### config.mk
export PLATFORM = sky130hd
export DESIGN_NAME = issue_ctrl
export DESIGN_NICKNAME = d
export VERILOG_FILES = /design/src/rtl/issue_ctrl.sv
export SDC_FILE = /design/constraint.sdc
export NUM_CORES = 1
export LEC_CHECK = 0
export ABC_AREA = 1
export CAP_MARGIN = 20
export CORE_AREA = 4 4 115 117
export CTS_BUF_LIST = sky130_fd_sc_hd__clkbuf_8 sky130_fd_sc_hd__clkbuf_16
export DETAILED_ROUTE_END_ITERATION = 10
export DIE_AREA = 0 0 119 121
export GPL_TIMING_DRIVEN = 0
export PLACE_DENSITY_LB_ADDON = 0.15
export SKIP_LAST_GASP = 1
export SYNTH_ARGS = -nofsm -noshare
export SYNTH_HDL_FRONTEND = slang
export SYNTH_SLANG_ARGS = --single-unit
### constraint.sdc
create_clock -name clk -period 2.7 [get_ports clk]
set_input_delay 0.675 -clock clk [delete_from_list [all_inputs] [get_ports clk]]
set_output_delay 0.675 -clock clk [all_outputs]
set_load 0.02 [all_outputs]
### src/rtl/issue_ctrl.sv
// Issue controller: gates decoded instructions into ALU/LSU/CSR units with load-use scoreboarding.
// Latency: issue strobes are combinational with acceptance (0 cycles); state and scoreboard are registered.
// Backpressure: in_ready drops on RAW hazard, LSU full/not ready, CSR/FENCE/trap drain, CSR_WAIT and TRAP.
//
// Ports:
//   clk, rst_n                       clock, async active-low reset
//   in_valid/in_ready + in_* fields  decoded instruction handshake (unit, load flag, fence/trap flags, regs)
//   alu_issue                        ALU op issued (single-cycle unit, never stalls)
//   lsu_issue/lsu_ready/lsu_done     LSU issue, LSU accept, one LSU op retired
//   lsu_wb_valid/lsu_wb_rd           load writeback, clears scoreboard entry
//   csr_issue/csr_done               CSR issue and completion
//   trap_valid/trap_cause/trap_ack   trap request (0 illegal, 1 ecall, 2 ebreak) and handler accept
//   busy                             not in RUN, or LSU ops still outstanding
module issue_ctrl #(
  parameter int NREG    = 32,
  parameter int LSU_MAX = 2
) (
  input  logic       clk,
  input  logic       rst_n,
  input  logic       in_valid,
  output logic       in_ready,
  input  logic [1:0] in_unit,
  input  logic       in_is_load,
  input  logic       in_fence,
  input  logic       in_ecall,
  input  logic       in_ebreak,
  input  logic       in_illegal,
  input  logic [4:0] in_rd,
  input  logic [4:0] in_rs1,
  input  logic [4:0] in_rs2,
  input  logic       in_use_rs1,
  input  logic       in_use_rs2,
  output logic       alu_issue,
  output logic       lsu_issue,
  input  logic       lsu_ready,
  input  logic       lsu_done,
  input  logic       lsu_wb_valid,
  input  logic [4:0] lsu_wb_rd,
  output logic       csr_issue,
  input  logic       csr_done,
  output logic       trap_valid,
  output logic [1:0] trap_cause,
  input  logic       trap_ack,
  output logic       busy
);

  localparam int CW = $clog2(LSU_MAX + 1);
  localparam logic [CW-1:0] LSU_MAX_C = CW'(LSU_MAX);
  localparam logic [CW-1:0] ONE_C     = CW'(1);

  localparam logic [1:0] UNIT_ALU = 2'd0;
  localparam logic [1:0] UNIT_LSU = 2'd1;
  localparam logic [1:0] UNIT_CSR = 2'd2;
  localparam logic [1:0] UNIT_BAD = 2'd3;

  localparam logic [1:0] CAUSE_ILLEGAL = 2'd0;
  localparam logic [1:0] CAUSE_ECALL   = 2'd1;
  localparam logic [1:0] CAUSE_EBREAK  = 2'd2;

  typedef enum logic [1:0] {
    S_RUN      = 2'd0,
    S_CSR_WAIT = 2'd1,
    S_DRAIN    = 2'd2,
    S_TRAP     = 2'd3
  } state_t;

  state_t          state_q, state_d;
  logic [CW-1:0]   outstanding_q, outstanding_d;
  logic [NREG-1:0] sb_q, sb_d;
  logic [1:0]      trap_cause_q, trap_cause_d;

  logic       hazard;
  logic       drained;
  logic       lsu_room;
  logic       is_trap;
  logic [1:0] cause_sel;
  logic       rdy_int;
  logic       alu_int;
  logic       lsu_int;
  logic       csr_int;

  // Entry 0 is never set, so reading sb_q for x0 always yields 0.
  assign hazard   = (in_use_rs1 & sb_q[in_rs1]) | (in_use_rs2 & sb_q[in_rs2]);
  assign drained  = (outstanding_q == '0);
  assign lsu_room = (outstanding_q < LSU_MAX_C);

  // Unit encoding 3 has no execution resource behind it, so it traps as illegal.
  assign is_trap  = in_illegal | in_ecall | in_ebreak | (in_unit == UNIT_BAD);

  always_comb begin
    cause_sel = CAUSE_EBREAK;
    if (in_illegal || (in_unit == UNIT_BAD)) begin
      cause_sel = CAUSE_ILLEGAL;
    end else if (in_ecall) begin
      cause_sel = CAUSE_ECALL;
    end
  end

  // Next-state and issue decode.
  always_comb begin
    state_d      = state_q;
    trap_cause_d = trap_cause_q;
    rdy_int      = 1'b0;
    alu_int      = 1'b0;
    lsu_int      = 1'b0;
    csr_int      = 1'b0;

    case (state_q)
      S_RUN: begin
        if (in_valid) begin
          if (is_trap) begin
            // Traps wait for the LSU to go quiet so the handler sees a precise state.
            rdy_int = drained;
            if (drained) begin
              state_d      = S_TRAP;
              trap_cause_d = cause_sel;
            end
          end else if (in_fence) begin
            rdy_int = drained;
          end else begin
            case (in_unit)
              UNIT_CSR: begin
                rdy_int = drained & ~hazard;
                csr_int = rdy_int;
                if (rdy_int) begin
                  state_d = S_CSR_WAIT;
                end
              end
              UNIT_LSU: begin
                rdy_int = ~hazard & lsu_ready & lsu_room;
                lsu_int = rdy_int;
              end
              default: begin
                rdy_int = ~hazard;
                alu_int = rdy_int;
              end
            endcase
          end
        end
      end
      S_CSR_WAIT: begin
        if (csr_done) begin
          state_d = S_RUN;
        end
      end
      S_DRAIN: begin
        if (drained) begin
          state_d = S_RUN;
        end
      end
      S_TRAP: begin
        if (trap_ack) begin
          state_d = S_RUN;
        end
      end
      default: begin
        state_d = S_RUN;
      end
    endcase
  end

  // In-flight LSU count: issue and retire in the same cycle cancel out;
  // a stray retire at zero is dropped rather than wrapping.
  always_comb begin
    outstanding_d = outstanding_q;
    if (lsu_int && !lsu_done) begin
      outstanding_d = outstanding_q + ONE_C;
    end else if (!lsu_int && lsu_done && !drained) begin
      outstanding_d = outstanding_q - ONE_C;
    end
  end

  // Scoreboard: clear applied first so a same-cycle set on the same register wins.
  always_comb begin
    sb_d = sb_q;
    if (lsu_wb_valid && (lsu_wb_rd != 5'd0)) begin
      sb_d[lsu_wb_rd] = 1'b0;
    end
    if (lsu_int && in_is_load && (in_rd != 5'd0)) begin
      sb_d[in_rd] = 1'b1;
    end
  end

  always_ff @(posedge clk or negedge rst_n) begin
    if (!rst_n) begin
      state_q       <= S_RUN;
      outstanding_q <= '0;
      sb_q          <= '0;
      trap_cause_q  <= CAUSE_ILLEGAL;
    end else begin
      state_q       <= state_d;
      outstanding_q <= outstanding_d;
      sb_q          <= sb_d;
      trap_cause_q  <= trap_cause_d;
    end
  end

  // Handshake and issue strobes are forced low while reset is held,
  // since they are combinational from live inputs.
  assign in_ready   = rdy_int & rst_n;
  assign alu_issue  = alu_int & rst_n;
  assign lsu_issue  = lsu_int & rst_n;
  assign csr_issue  = csr_int & rst_n;

  assign trap_valid = (state_q == S_TRAP);
  assign trap_cause = trap_cause_q;
  assign busy       = (state_q != S_RUN) | ~drained;

endmodule
==> flow_metrics.tcl <==
set metrics [dict create \
    status "finished with violations" \
    violations "negative setup slack" \
    syn_to_final_growth_pct 50.8 \
    slew_violations 0 \
    cp.arrival_ns 2.16 \
    synthTopCellsByArea "dfrtp_1, nand2_1, nand3_1" \
    grt.overflow.total 0 \
    htree_levels 2 \
    timing.final.ws_setup_ns -0.132 \
    crit_path_max_incr_delay_ns 0.29 \
    stdcell_area_sq_um 4140 \
    cts_sinks 38 \
    power.internal_mw 1.20 \
    grt_util_met2 0.195 \
    place_area_sq_um 3380 \
    grt_start_max_net_pins 40 \
    place_ws_ns -1.13 \
    nets 531 \
    drt-total-wl_um 9490 \
    power.density_nw_per_um2 424 \
    fmax_mhz 353 \
    pin_count 45 \
    dp_hpwl_um 7180 \
    yosysTopAreaCellShare 0.347 \
    die_w_um 119 \
    crit_buf_inv 4 \
    rsz0062_at_grt "yes" \
    diodes 0 \
    crit_chain "clkdlybuf4s15_1 -> inv_2 -> nand3_1 -> nand2_1 -> nand2_1 -> nand3_2 -> nand3_2 -> nand2_2 -> inv_2 -> nand2_2 -> nand2_2 -> nor3_2 -> nor2_1 -> buf_4" \
    start_util 0.222 \
    fillCellCount 1318 \
    synth_area_sq_um 2740 \
    route.detailed.drc 0 \
    grt_util_met3 0.0196 \
    pwr-share-seq 0.360 \
    switching_power_uw 552 \
    ant_nets 0 \
    cp-start-kind "primary input" \
    dieArea_sq_um 14400 \
    place_congestion 0.842 \
    clk_latency_ns 0.28 \
    pwr-share-clk 0.332 \
    drive_above_1_share 0.276 \
    clockBufferDepth 2 \
    ctsHoldBuffers 0 \
    required_ns 2.03 \
    synth_area_leader_cell "dfrtp_1" \
    layout.cells.non_filler 664 \
    wire_per_inst_um 14.3 \
    grt_pass1_vias 2768 \
    num_rows 41 \
    clk_pin_slew_worst_paths_ns 0.06 \
    cts_made_buffers 5 \
    cp_common_cell "nand2_2" \
    hold_class "primary input to async pin" \
    avgSynthCellArea_sq_um 6.60 \
    grtUsageTotal 0.128 \
    p_comb_frac 0.308 \
    finClkSkew_ns 0.00670 \
    hold_viol_final 0 \
    root_buffer "clkbuf_16" \
    worst_pin_slew_ns 0.555 \
    dp_cells 629 \
    peakVddDrop_mv 0.225 \
    endpoint_kind "output port" \
    slew_headroom 0.629 \
    setup_viol 4 \
    period_needed_ns 2.83 \
    slowest_stage "clkdlybuf4s15_1" \
    first_pass_iters 5 \
    grt_pass1_wl_um 14700 \
    cts_tree "done" \
    synth-seq-cells 38 \
    critPathTopFamily "simple AND/OR/NAND/NOR gates" \
    antenna_found_initial 0 \
    synth_nets 456 \
    die_h_um 121 \
    portBuffers 40 \
    min_period_over_period 1.05 \
    top_usage_layer "met2" \
    cap_violations 0 \
    p_leak_nw 2.01 \
    ys_types 26 \
    switching_share 0.314 \
    yosysSeqAreaShare 0.347 \
    viasPerCell 4.61 \
    use_met1 0.189 \
    vias 3058 \
    critical_path_class "primary input to output port" \
    ys_warn_count 0 \
    synthCells 416 \
    drtIter0Drc 169 \
    crit_fanout 5 \
    coreArea_sq_um 12400 \
]
-- synth_stat cells --
library cell	number
nand4_4	1
clkinv_2	1
inv_1	36
inv_2	4
clkbuf_1	1
o31ai_1	1
nand3_1	66
nand4_1	32
nor3_4	1
nand2_1	140
ha_1	3
dfrtp_1	38
o21ai_0	33
buf_6	5
nor2_1	24
or2_4	1
nand3b_1	2
nor3_2	1
buf_4	2
or2_2	1
a21oi_1	3
nor3_1	9
nor2_2	1
buf_2	7
o211ai_1	1
nand3_2	2
-- area by class of cell --
type | count | area (sq um) | share of cell area
well taps | 172 | 215 | 0.0520
repair buffers | 68 | 652 | 0.158
plain buffers | 15 | 189 | 0.0457
flip-flops and latches | 38 | 951 | 0.230
multi-input cells | 322 | 1790 | 0.433
clock buffers | 6 | 139 | 0.0336
clock inverters | 2 | 12.5 | 0.00302
inverters | 41 | 188 | 0.0454
-- sequential cells by signal, summed over array words and instances (netlist names) --
signal and flops:
outstanding_q 2, sb_q 32, trap_cause 2, state_q 2
-- layout by cell type (no fill, tap or decap), drive strengths merged --
cell type	netlist	routed
o211ai	1	1
nor2	25	25
buf	14	47
nand2	140	140
nand3b	2	2
nor3	11	11
dlymetal6s2s	0	1
inv	40	36
or2	2	2
a21oi	3	3
o21ai	33	33
clkinvlp	0	3
clkdlybuf4s15	0	1
ha	3	3
dfrtp	38	38
o31ai	1	1
clkinv	1	4
nand4	33	33
clkdlybuf4s50	0	28
nand3	68	68
clkbuf	1	12
-- worst reg2reg max path, stage by stage (launching register included) --
cell and delay (ns):
dfrtp_1 0.42, nand2_1 0.12, nand3_2 0.09, nand3_2 0.08
nand2_2 0.06, nand2_1 0.05, nand3b_1 0.09, nand3_2 0.10
buf_4 0.10, buf_4 0.10, nand4_4 0.13, buf_4 0.20
clkinv_2 0.08, buf_6 0.13, nand4_1 0.16, nand2_1 0.11
-- metal layers --
metal	share of wire	vias to the layer above	wire [um]
met5	0	-	0
met4	0.014	0	136
met3	0.045	8	427
met2	0.45	84	4290
met1	0.49	1419	4630
li1	-	1547	-
-- power groups by stage --
stage,Combinational [mW],Sequential [mW],Clock [mW]
finish,0.541,0.631,0.584
global route,0.601,0.636,0.636
CTS,0.478,0.631,0.605
detailed placement,0.463,0.642,0
global placement,0.463,0.641,0
floorplan,0.256,0.652,0
-- cells by family after synthesis --
kind of cell | count (synthesis) | synth area share
DFF | 38 | 0.347
AOI/OAI and AO/OA | 38 | 0.0711
buffers and inverters | 56 | 0.0967
adders and majority gates | 3 | 0.0137
and+or+nand+nor | 281 | 0.472
-- worst paths after layout --
path                                            from                           end  slack [ns]  cells past startpoint
max                                        in_rs2[2]                      in_ready       -0.13                     14
min                                            rst_n             sb_q[3]$_DFF_PN0_        0.19                      1
max reg2reg                        sb_q[3]$_DFF_PN0_             sb_q[4]$_DFF_PN0_        0.62                     15
min reg2reg                trap_cause[0]$_DFFE_PN0P_     trap_cause[0]$_DFFE_PN0P_        0.48                      2
max in group asynchronous                      rst_n  outstanding_q[1]$_DFFE_PN0P_        2.10                      2
min in group clk           trap_cause[0]$_DFFE_PN0P_     trap_cause[0]$_DFFE_PN0P_        0.48                      2
-- through the flow --
step	power (mW)	hold slack [ns]	util	TNS, ns
final	1.76	0.190	0.335	-0.345
after global routing	1.87	0.182	0.335	-0.821
after CTS	1.71	0.187	0.292	-1.01
after detailed placement	1.11	0.477	0.273	-11.24
after global placement	1.10	0.467	0.272	-18.20
after floorplan	0.908	0.379	-	0
-- repair_timing --
item,in CTS,in global routing
buffers inserted,7,18
endpoints found under the setup margin,4,4
pin swaps,11,39
cloned,0,2
gates resized for setup,50,97
No activity file was read; power rests on OpenSTA's default activity.
